`config.mk`:
```
export PLATFORM = sky130hd
export DESIGN_NAME = map_req_arbiter
export DESIGN_NICKNAME = d
export VERILOG_FILES = /design/src/rtl/map_req_arbiter.sv
export SDC_FILE = /design/constraint.sdc
export NUM_CORES = 1
export LEC_CHECK = 0
export ABC_AREA = 1
export CORE_UTILIZATION = 38
export DETAILED_ROUTE_END_ITERATION = 6
export PLACE_DENSITY_LB_ADDON = 0.1
export SETUP_SLACK_MARGIN = 0.5
export SYNTH_ARGS = -nofsm -noshare
export SYNTH_HDL_FRONTEND = slang
export SYNTH_SLANG_ARGS = --single-unit
```
`constraint.sdc`:
```
create_clock -name pixel_clk_in -period 5 [get_ports pixel_clk_in]
set_input_delay 1.25 -clock pixel_clk_in [delete_from_list [all_inputs] [get_ports pixel_clk_in]]
set_output_delay 1.25 -clock pixel_clk_in [all_outputs]
set_load 0.01 [all_outputs]
```
`src/rtl/map_req_arbiter.sv`:
```
// Round-robin arbiter sharing one world-map BRAM read port among NUM_REQ requesters.
// Optional MAP_ARB_STATS_EN adds a saturating 16-bit contention counter.
module map_req_arbiter #(
  parameter int unsigned NUM_REQ      = 4,
  parameter int unsigned N            = 24,
  parameter int unsigned MAP_W        = 5,
  parameter int unsigned READ_LATENCY = 2
) (
  input  logic                              pixel_clk_in,
  input  logic                              rst_in,
  input  logic [NUM_REQ-1:0]                req_in,
  input  logic [NUM_REQ*$clog2(N*N)-1:0]    addr_in,
  output logic [NUM_REQ-1:0]                ack_out,
  output logic [$clog2(N*N)-1:0]            map_addra_out,
  input  logic [MAP_W-1:0]                  map_data_in,
  output logic [MAP_W-1:0]                  data_out,
  output logic [NUM_REQ-1:0]                data_valid_out,
  output logic                              busy_out,
  output logic [15:0]                       conflict_count_out
);

  localparam int unsigned AW = $clog2(N*N);
  localparam int unsigned PW = (NUM_REQ > 1) ? $clog2(NUM_REQ) : 1;
  localparam int unsigned NS = READ_LATENCY + 1;

  logic [AW-1:0]      addr_arr [NUM_REQ];
  logic [NUM_REQ-1:0] elig;
  logic [NUM_REQ-1:0] pending_q, pending_d;
  logic [NUM_REQ-1:0] ack_q, ack_d;
  logic [NUM_REQ-1:0] dv_q, dv_d;
  logic [PW-1:0]      ptr_q, ptr_d;
  logic [PW-1:0]      win;
  logic               grant;
  logic [AW-1:0]      addr_q;
  logic [MAP_W-1:0]   data_q;
  logic [NS-1:0]      tag_v_q;
  logic [PW-1:0]      tag_own_q [NS];

  for (genvar g = 0; g < NUM_REQ; g++) begin : g_addr
    assign addr_arr[g] = addr_in[g*AW +: AW];
  end

  assign elig = req_in & ~pending_q;

  // First eligible requester at or above ptr, wrapping modulo NUM_REQ.
  always_comb begin
    int unsigned idx;
    grant = 1'b0;
    win   = '0;
    idx   = 0;
    for (int unsigned k = 0; k < NUM_REQ; k++) begin
      idx = 32'(ptr_q) + k;
      if (idx >= NUM_REQ) idx = idx - NUM_REQ;
      if (!grant && elig[PW'(idx)]) begin
        grant = 1'b1;
        win   = PW'(idx);
      end
    end
  end

  always_comb begin
    pending_d = pending_q;
    ack_d     = '0;
    dv_d      = '0;
    ptr_d     = ptr_q;
    if (tag_v_q[NS-1]) begin
      pending_d[tag_own_q[NS-1]] = 1'b0;
      dv_d[tag_own_q[NS-1]]      = 1'b1;
    end
    if (grant) begin
      pending_d[win] = 1'b1;
      ack_d[win]     = 1'b1;
      ptr_d          = (32'(win) == NUM_REQ - 1) ? '0 : win + PW'(1);
    end
  end

  always_ff @(posedge pixel_clk_in or negedge rst_in) begin
    if (!rst_in) begin
      pending_q <= '0;
      ack_q     <= '0;
      dv_q      <= '0;
      ptr_q     <= '0;
      addr_q    <= '0;
      data_q    <= '0;
      tag_v_q   <= '0;
      for (int unsigned j = 0; j < NS; j++) tag_own_q[j] <= '0;
    end else begin
      pending_q <= pending_d;
      ack_q     <= ack_d;
      dv_q      <= dv_d;
      ptr_q     <= ptr_d;
      if (grant) addr_q <= addr_arr[win];
      if (tag_v_q[NS-1]) data_q <= map_data_in;
      // Tag pipeline advances unconditionally to match the fixed BRAM latency.
      tag_v_q      <= {tag_v_q[NS-2:0], grant};
      tag_own_q[0] <= win;
      for (int unsigned j = 1; j < NS; j++) tag_own_q[j] <= tag_own_q[j-1];
    end
  end

`ifdef MAP_ARB_STATS_EN
  logic [15:0] conflict_q;
  logic        multi;

  assign multi = ($countones(elig) > 1);

  always_ff @(posedge pixel_clk_in or negedge rst_in) begin
    if (!rst_in) begin
      conflict_q <= '0;
    end else if (multi && (conflict_q != 16'hFFFF)) begin
      conflict_q <= conflict_q + 16'd1;
    end
  end

  assign conflict_count_out = conflict_q;
`else
  assign conflict_count_out = 16'd0;
`endif

  assign ack_out        = ack_q;
  assign data_valid_out = dv_q;
  assign map_addra_out  = addr_q;
  assign data_out       = data_q;
  assign busy_out       = |tag_v_q;

endmodule

```
# [Word-level counts from Yosys, hierarchy flattened]
# Index checks and enable logic that the tools add are counted.
# W data, S select, Z words.
[totals] in_bits=51 elab_cells=79 n_memories=0 reg_bits=38 ramBits=0 rom_bits=0 latchBits=0 output_inout_bits=40
[classes] n_mux=32 bitwise=6 order_cmp=13 eq_ne=1 mul=0 n_div=0 n_reduce_logical=9 n_shift=0 add_sub_neg=8
[op_table] operator="$bmux W10 S2" count=1
[op_table] operator="$mux W10" count=2
[op_table] operator="$lt A2 B3 Y1 const B" count=6
[op_table] operator="$mux W2" count=9
[op_table] operator="$mux W4" count=4
[op_table] operator="$ge A3 B3 Y1 const B" count=4
[op_table] operator="$mux W1" count=10
[op_table] operator="$and A4 B4 Y4" count=2
[op_table] operator="$bmux W1 S2" count=4
[op_table] operator="$not A4 Y4" count=2
[op_table] operator="$sub A2 B1 Y2 const B" count=4
[op_table] operator="$add A2 B2 Y3 const B" count=2
[op_table] operator="$logic_and A1 B1 Y1" count=5
[op_table] operator="$demux W1 S2" count=2
[op_table] operator="$ge A2 B1 Y1 const B" count=2
[op_table] operator="$or A4 B4 Y4" count=1
[op_table] operator="$add A2 B1 Y3 const B" count=1
[op_table] operator="$ge A2 B3 Y1 const B" count=1
[op_table] operator="$logic_not A1 Y1" count=3
[op_table] operator="$not A2 Y3" count=1
[op_table] operator="$reduce_or A3 Y1" count=1
[op_table] operator="$add A2 B1 Y2 const B" count=1
[op_table] operator="$eq A2 B2 Y1 const B" count=1

# [Depth between registers and ports, before layout]
# Gate-level depths: netlist of run 1.
[depth] word_depth=20 mapped_depth=15 depth_no_buf=13

# [Worst setup path after synthesis of run 1]
# Ideal clock, no wire load.
[synth_timing] path_type="input to register" from="input port req_in[3]" to="register ptr_q[1]" arrival_time_ns=2.448 stages=11 path_slack_ns=2.426 cell_sequence="nand3_1 nand3_1 nand2_2 and2_4 nand3_2 nand2_1 nand2_2 buf_4 ha_1 nand2_1 o21ai_0"
[synth_between] elab_chain_len=15
[synth_rtl] item="start: declaration" line="11" rtl="input logic [NUM_REQ-1:0] req_in,"
[synth_rtl] item="$and A4 B4 Y4 *" line="43" rtl="assign elig = req_in & ~pending_q;"
[synth_rtl] item="$bmux W1 S2" line="54" rtl="if (!grant && elig[PW'(idx)]) begin"
[synth_rtl] item="$mux W1 (implied by the code)" line="54"
[synth_rtl] item="$mux W1" line="54"
[synth_rtl] item="$logic_not A1 Y1" line="54"
[synth_rtl] item="$logic_and A1 B1 Y1" line="54"
[synth_rtl] item="$mux W1" line="54"
[synth_rtl] item="$logic_not A1 Y1" line="54"
[synth_rtl] item="$logic_and A1 B1 Y1" line="54"
[synth_rtl] item="$mux W1" line="54"
[synth_rtl] item="$logic_not A1 Y1" line="54"
[synth_rtl] item="$logic_and A1 B1 Y1" line="54"
[synth_rtl] item="$mux W2 *" line="54"
[synth_rtl] item="net win[1]" line="32" rtl="logic [PW-1:0] win;"
[synth_rtl] item="$add A2 B1 Y2 / $eq A2 B2 Y1 (equally long branches)" line="73" rtl="ptr_d = (32'(win) == NUM_REQ - 1) ? '0 : win + PW'(1);"
[synth_rtl] item="$mux W2 *" line="73"
[synth_rtl] item="end signal: assignment" line="91" rtl="ptr_q <= ptr_d;"
[synth_rtl] item="end: declaration" line="31" rtl="logic [PW-1:0] ptr_q, ptr_d;"
# The timed path passes the listed nets; every way through them passes the cells marked *. The select of a mux whose other input is x is not followed.
# A chain may end at the register's enable or synchronous reset.

# [Worst setup path after layout of run 1]
[layout_timing] from="input port req_in[2]" to="register ptr_q[1]"
# Same word-level chain as after synthesis.

==> results_dict.tcl, run 1 <==
set metrics [dict create \
    hpwl_um 3520 \
    drive_gt1_share_pct 11.8 \
    syn_area_um2 2220 \
    ys_types 24 \
    ys_ff_latch 38 \
    crit_buf_inv 2 \
    r2r_end "ptr_q[1]" \
    r2r_start "ptr_q[0]" \
    synth_top_area_share_pct 42.9 \
    p_leak_uw 0.00142 \
    grt_use_met3_pct 3.60 \
    cts_resized 0 \
    holdPathStages 0 \
    fin_crit_sh_pct 68.8 \
    setup_violations 0 \
    grt_pass1_wl_um 8170 \
    ff2ff_setup_slack_ns 2.36 \
    cts_tree "yes" \
    grt_setup_unrepaired "false" \
    finClkSkew_ns 0.00421 \
    grt_max_degree 39 \
    min-delay-start "tag_own_q[3]" \
    ir_worst_vdd_mv 0.429 \
    yosys_warnings 0 \
    cp_top_family "simple AND/OR/NAND/NOR gates" \
    critPathMostFrequentCell "nand3_2" \
    synthCells 263 \
    status "completed" \
    final_nets 384 \
    use_met2_pct 25.4 \
    place.gp.congestion 0.839 \
    core_um2 5570 \
    layout_common_cells "78 x nand2_1, 73 x clkdlybuf4s50_1, 38 x dfrtp_1" \
    crit_chain "clkdlybuf4s50_1, nand3_1, nand3_2, nand2_4, nand2_2, nand3_2, nand3_4, inv_1, ha_1, nand2_1, o21ai_0" \
    worstSetupStartpointType "input port" \
    hold_end "tag_own_q[1]" \
    worstPathArrival_ns 3.59 \
    die_x_um 78.4 \
    antenna_found_initial 0 \
    cts-root-buf "clkbuf_8" \
    worst_slack_ns 1.56 \
    nFillCells 525 \
    slowest_stage "clkdlybuf4s50_1" \
    via_per_inst 4.81 \
    required_ns 5.15 \
    numCtsBuffers 5 \
    clk-insertion-delay-late_ns 0.29 \
    overflow 0 \
    io_pins 91 \
    busiest_layer "met2" \
    layout_commonest_cell "nand2_1" \
    drv_cap 0 \
    drtIter0Drc 122 \
    initial_core_util_pct 39.8 \
    post_cts_buffers 0 \
    seq_area_um2 951 \
    multi_input_area_um2 1030 \
    die_y_um 78.4 \
    gr-usage-all-layers_pct 17.0 \
    synthTopCellsByArea "dfrtp_1 43%, nand2_1 13%, nand3_1 8.1%" \
    critPathMaxFanout 23 \
    yosysTopAreaCell "dfrtp_1" \
    hold_slack_ns 0.350 \
    finalMaxSlewViolations 0 \
    clkSlewWorstSetupHoldPaths_ns 0.07 \
    finalHoldViolations 0 \
    end_kind "flop" \
    io_buffers 74 \
    place_ws_ns 1.29 \
    syn_area_per_cell_um2 8.43 \
    rows 27 \
    htree_levels 2 \
    drc_errors 0 \
    syn2layout_area_growth_pct 33.9 \
    worstSetupPathType "in2reg" \
    num_antenna_cells 0 \
    cts_sinks 38 \
    tightest_slew_ns 0.829 \
    layout_min_cycle_time_ns 3.44 \
    met1_usage_pct 24.5 \
    drtPass1Iterations 4 \
    yosysSeqAreaShare_pct 42.9 \
    p_per_area_nw_per_um2 741 \
    max_stage_delay_ns 0.50 \
    clockBufferDepth 2 \
    postRouteAntennaNets 0 \
    r2r_cells 11 \
    post_drt_wl_per_cell_um 12.3 \
    grt_pass1_vias 1701 \
    hold_buffers 0 \
    hp-class "reg2reg" \
    vias 1934 \
    crit_path_start "req_in[2]" \
    totalWireLength_um 4930 \
    die_area_um2 6140 \
    max_slew_margin_pct 44.7 \
    finalSetupTns_ns 0 \
    fmaxAchievable_mhz 291 \
]
[cell type report]
cell class              count  area share, %
clock buffers               6           2.78
flip-flops and latches     38           32.1
multi-input cells         195           34.8
well taps                  72           3.04
repair buffers             74           24.8
clock inverters             2          0.422
inverters                  15           2.15
[worst max-delay path by stage]
stage	slack, ns	endpoint	cells past startpoint
2_1_floorplan	2.43	ptr_q[1]	11
3_3_place_gp	1.34	ptr_q[1]	11
3_5_place_dp	1.29	ptr_q[1]	11
4_1_cts	1.60	ptr_q[1]	11
5_1_grt	1.39	ptr_q[1]	11
6_report	1.56	ptr_q[1]	11
[layer usage]
metal,up-vias,routed length (um)
met3,8,342
met4,0,69
met1,877,2300
li1,970,-
met5,-,0
met2,79,2210
[worst register-to-register path, stage by stage, from the launching register on]
cell and delay [ns]:
dfrtp_1 0.52, inv_6 0.15, nand2_1 0.07, nand2_2 0.12
nand3_1 0.08, nand2_1 0.12, nand4_4 0.43, nand3_4 0.43
inv_1 0.13, ha_1 0.30, nand2_1 0.06, o21ai_0 0.10
[synthesized netlist by cell type, drive strengths merged]
master and number:
and2 1, buf 30, conb 1, dfrtp 38, ha 4, inv 15
nand2 85, nand3 52, nand4 22, nor2 9, o21ai 1, o22ai 4
or2 1
[report_power, final]
group / leakage [uW] / total, uW / internal, uW / switching [uW]
registers: 0.000456 / 533 / 456 / 76.9
logic: 0.000914 / 1440 / 544 / 900
clock network: 0.0000472 / 219 / 111 / 109
[flip-flops by register name, indices dropped and copies added, names as in the netlist]
signal / flops
ack_out: 4
pending_q: 4
map_addra_out: 10
tag_v_q: 3
data_out: 5
ptr_q: 2
tag_own_q: 6
data_valid_out: 4
[cells by family after synthesis]
| group | after synthesis | synth area share, % |
|---|---|---|
| AOI/OAI and AO/OA | 5 | 1.35 |
| adders and majority gates | 4 | 2.26 |
| buffers and inverters | 45 | 13.1 |
| DFF | 38 | 42.9 |
| other | 1 | 0.169 |
| and+or+nand+nor | 170 | 40.2 |
[metrics by stage]
step	instances	util, %	total power [uW]	instance area, um^2
after detailed placement	394	51.5	1990	2870
after global routing	402	53.2	2430	2970
after global placement	394	51.5	1970	2870
final	402	53.2	2200	2970
after floorplan	278	-	1710	2270
after CTS	402	53.2	2220	2970
Power figures use the tool's default switching activity.
==> inputs of run 2 (changes only) <==
==> constraint.sdc (replaced) <==
create_clock -name pixel_clk_in -period 2.8 [get_ports pixel_clk_in]
set_input_delay 0.7 -clock pixel_clk_in [delete_from_list [all_inputs] [get_ports pixel_clk_in]]
set_output_delay 0.7 -clock pixel_clk_in [all_outputs]
set_load 0.01 [all_outputs]
==> results_dict.tcl, run 2 (same netlist as run 1, synthesis figures left out) <==
set metrics [dict create \
    placed_cells 400 \
    hp-class "reg2reg" \
    rows 27 \
    clkSlewWorstSetupHoldPaths_ns 0.07 \
    layout_common_cells "76 x nand2_1, 73 x clkdlybuf4s50_1, 37 x dfrtp_1" \
    initial_core_util_pct 39.8 \
    post_drt_wl_per_cell_um 12.0 \
    finalMaxSlewViolations 0 \
    finalSetupTns_ns 0 \
    drive_gt1_share_pct 15.1 \
    antenna_found_initial 0 \
    ff2ff_setup_slack_ns 0.76 \
    postRouteAntennaNets 0 \
    cts-root-buf "clkbuf_8" \
    worstPathArrival_ns 2.40 \
    tightest_slew_ns 0.812 \
    ir_worst_vdd_mv 0.574 \
    overflow 0 \
    grt_setup_unrepaired "true" \
    gr-usage-all-layers_pct 16.9 \
    p_per_area_nw_per_um2 1370 \
    numCtsBuffers 5 \
    fmaxAchievable_mhz 444 \
    finClkSkew_ns 0.00519 \
    vias 1982 \
    p_leak_uw 0.00147 \
    drv_cap 0 \
    worstSetupStartpointType "input port" \
    io_pins 91 \
    clockBufferDepth 2 \
    drtPass1Iterations 4 \
    place.gp.congestion 0.844 \
    syn2layout_area_growth_pct 38.0 \
    layout_min_cycle_time_ns 2.25 \
    clk-insertion-delay-late_ns 0.28 \
    layout_commonest_cell "nand2_1" \
    grt_pass1_vias 1770 \
    critPathMaxFanout 8 \
    num_antenna_cells 0 \
    fin_cells 410 \
    die_x_um 78.4 \
    worst_slack_ns 0.549 \
    die_area_um2 6140 \
    io_buffers 74 \
    cts_tree "yes" \
    drc_errors 0 \
    final_nets 393 \
    core_um2 5570 \
    fin_crit_sh_pct 80.4 \
    cts_sinks 38 \
    largest_reg_flops 10 \
    totalWireLength_um 4930 \
    grt_max_degree 39 \
    status "completed" \
    max_slew_margin_pct 45.9 \
    place_ws_ns 0.172 \
    placed_area_um2 2930 \
    setup_violations 0 \
    die_y_um 78.4 \
    hold_buffers 0 \
    hold_slack_ns 0.350 \
    worstSetupPathType "in2reg" \
    via_per_inst 4.83 \
    design_area_um2 3060 \
    finalHoldViolations 0 \
    grt_pass1_wl_um 8050 \
    required_ns 2.95 \
    htree_levels 2 \
    drtIter0Drc 74 \
    hpwl_um 3660 \
    end_kind "flop" \
]
==> run 2: metrics by stage <==
stage | util [%] | total power (uW)
after floorplan | - | 3050
after global placement | 52.5 | 3700
after detailed placement | 52.5 | 3730
after CTS | 54.1 | 4110
after global routing | 54.9 | 4590
final | 54.9 | 4200
==> run 2: cell type report <==
cell class	instances	area (um^2)
Sequential cell	38	952
Clock buffer	5	68.8
Timing Repair Buffer	83	820
Tap cell	72	90.1
Fill cell	550	2520
Inverter	15	66.3
Clock inverter	2	10.0
Multi-Input combinational cell	195	1050
==> run 2: power by group <==
group,leakage [uW],switching (uW),internal [uW]
Clock,0.0000438,181,167
Sequential,0.000456,139,815
Combinational,0.000969,1680,1210
==> run 2: per-layer routing <==
layer	global-route usage, %	vias up	wire [um]	part of all wire, %
met3	5.70	7	330	6.7
met2	28.9	76	2420	49
met4	5.37	0	60	1.2
met5	0	-	0	0
li1	-	990	-	-
met1	20.0	909	2110	43
==> run 2: worst paths after layout <==
path,end,depth (start not counted),start
setup / recovery,pending_q[0],12,req_in[3]
hold / removal,tag_own_q[1],0,tag_own_q[3]
min in group asynchronous,data_valid_out[2],1,rst_in
setup reg to reg,pending_q[0],12,ptr_q[0]
hold reg to reg,tag_own_q[1],0,tag_own_q[3]
max in group asynchronous,tag_v_q[2],1,rst_in
==> run 2: timing repair <==
item | in CTS | in global routing
resized for setup | 2 | 6
endpoints found under the setup margin | 2 | 20
buffers inserted | 0 | 3
gates cloned | 0 | 0
==> run 2: critical path: stages <==
cell and delay (ns):
clkdlybuf4s50_1 0.47, nand3_1 0.12, nand3_1 0.17, nand2_4 0.10, and2_4 0.17, nand3_2 0.05, nand2_1 0.09, nand2_4 0.12
inv_4 0.08, ha_1 0.18, inv_1 0.08, o22ai_1 0.08
==> inputs of run 3 (changes only) <==
==> constraint.sdc (replaced) <==
create_clock -name pixel_clk_in -period 1.95 [get_ports pixel_clk_in]
set_input_delay 0.4875 -clock pixel_clk_in [delete_from_list [all_inputs] [get_ports pixel_clk_in]]
set_output_delay 0.4875 -clock pixel_clk_in [all_outputs]
set_load 0.01 [all_outputs]
==> results_dict.tcl, run 3 (same netlist as run 1, synthesis figures left out) <==
set metrics [dict create \
    status "finished, violations left" \
    violations "setup timing" \
    initial_core_util_pct 39.8 \
    place.gp.congestion 0.841 \
    hpwl_um 3820 \
    drv_cap 0 \
    clkSlewWorstSetupHoldPaths_ns 0.08 \
    fmaxAchievable_mhz 507 \
    gr-usage-all-layers_pct 18.8 \
    hp-class "in2async" \
    p_per_area_nw_per_um2 2300 \
    drtPass1Iterations 4 \
    htree_levels 2 \
    drive_gt1_share_pct 33.8 \
    layout_commonest_cell "nand2_1" \
    cts-root-buf "clkbuf_8" \
    cts_tree "yes" \
    via_per_inst 4.91 \
    tightest_slew_ns 0.840 \
    end_kind "flop" \
    layout_min_cycle_time_ns 1.97 \
    cts_sinks 38 \
    grt_setup_unrepaired "true" \
    num_antenna_cells 0 \
    ff2ff_setup_slack_ns -0.02 \
    io_pins 91 \
    clockBufferDepth 2 \
    worstSetupPathType "reg2reg" \
    post_drt_wl_per_cell_um 14.1 \
    p_leak_uw 0.00173 \
    r2r_end "map_addra_out[6]" \
    finalSetupTns_ns -0.0341 \
    fin_crit_sh_pct 101 \
    hold_buffers 0 \
    critPathMaxFanout 5 \
    die_x_um 78.4 \
    syn2layout_area_growth_pct 66.1 \
    largest_reg_flops 10 \
    postRouteAntennaNets 0 \
    finalMaxSlewViolations 0 \
    rows 27 \
    grt_pass1_wl_um 9000 \
    clk-insertion-delay-late_ns 0.29 \
    overflow 0 \
    p_total_uw 8470 \
    r2r_start "ptr_q[0]" \
    grt_max_degree 39 \
    place_ws_ns -0.350 \
    worstSetupStartpointType "flop" \
    crit_path_start "ptr_q[0]" \
    drc_errors 0 \
    numCtsBuffers 5 \
    r2r_cells 15 \
    die_area_um2 6140 \
    totalWireLength_um 6110 \
    layout_common_cells "58 x nand2_1, 45 x clkdlybuf4s50_1, 35 x dfrtp_1" \
    max_slew_margin_pct 44.0 \
    finalHoldViolations 0 \
    vias 2127 \
    core_um2 5570 \
    antenna_found_initial 0 \
    die_y_um 78.4 \
    required_ns 2.13 \
    finClkSkew_ns 0.00455 \
    worstPathArrival_ns 2.15 \
    grt_pass1_vias 1941 \
    ir_worst_vdd_mv 1.25 \
    final_nets 415 \
    worst_slack_ns -0.0210 \
    worstSetupEndpoint "map_addra_out[6]" \
    io_buffers 74 \
    drtIter0Drc 130 \
    setup_violations 3 \
]
[run 3: changes by cell type in the layout (fill, tap and decap cells not counted), moves of 7 or more]
cell,delta
clkdlybuf4s15_1,+16
nand2_2,+10
dlygate4sd2_1,+10
nand2_4,+7
nand3_4,+8
nand2_1,-18
buf_4,+11
clkdlybuf4s50_1,-28
nand3_1,-13
[run 3: through the flow]
| stage | cell area (um^2) | hold WS (ns) | cells | utilization, % |
|---|---|---|---|---|
| final | 3680 | 0.301 | 433 | 66.0 |
| after global routing | 3680 | 0.360 | 433 | 66.0 |
| after CTS | 3340 | 0.335 | 428 | 60.0 |
| after detailed placement | 3080 | 0.336 | 413 | 55.3 |
| after global placement | 3080 | 0.332 | 413 | 55.3 |
| after floorplan | 2330 | 0.192 | 278 | - |
[run 3: what timing repair did]
item / 4_1_cts / 5_1_grt
gates cloned: 1 / 1
buffers inserted: 6 / 4
pin swaps: 13 / 24
resized for setup: 57 / 68
endpoints found under the setup margin: 47 / 33
[run 3: cell type report]
class                   count  area, um^2
multi-input cells         195        1340
flip-flops and latches     38         955
clock inverters             2        60.1
fillers                   451        1890
inverters                  15        78.8
clock buffers               6        82.6
repair buffers            105        1080
well taps                  72        90.1
[run 3: worst max-delay path, cell delays in order (launching register included)]
cell and delay, ns:
dfrtp_2 0.46, buf_12 0.16, nand3_4 0.12, nand2_4 0.07, nand2_2 0.08, nand2_2 0.07
nand2_4 0.08, nand2_4 0.05, nand2_4 0.08, nand3_4 0.11, buf_12 0.16, clkbuf_16 0.15
nand2_2 0.06, nand3_2 0.08, nand3_2 0.08, nand2_1 0.05
[run 3: how the worst min path moves through the flow]
| stage | to | depth (start not counted) |
|---|---|---|
| 2_1_floorplan | ack_out[0] | 0 |
| 3_3_place_gp | tag_own_q[1] | 0 |
| 3_5_place_dp | tag_own_q[1] | 0 |
| 4_1_cts | ptr_q[1] | 1 |
| 5_1_grt | data_out[4] | 1 |
| 6_report | data_valid_out[1] | 1 |
[run 3: layer usage]
| metal | track usage (%) | vias up | part of all wire, % |
|---|---|---|---|
| li1 | - | 1036 | - |
| met1 | 23.2 | 984 | 42 |
| met2 | 31.8 | 94 | 49 |
| met3 | 5.47 | 13 | 7.2 |
| met4 | 5.56 | 0 | 1.7 |
| met5 | 0 | - | 0 |
[run 3: power by group]
| group | switching (uW) | leakage, uW | internal, uW | total [uW] |
|---|---|---|---|---|
| clock network | 281 | 0.0000714 | 546 | 826 |
| logic | 3390 | 0.00121 | 2910 | 6300 |
| registers | 171 | 0.000454 | 1170 | 1350 |
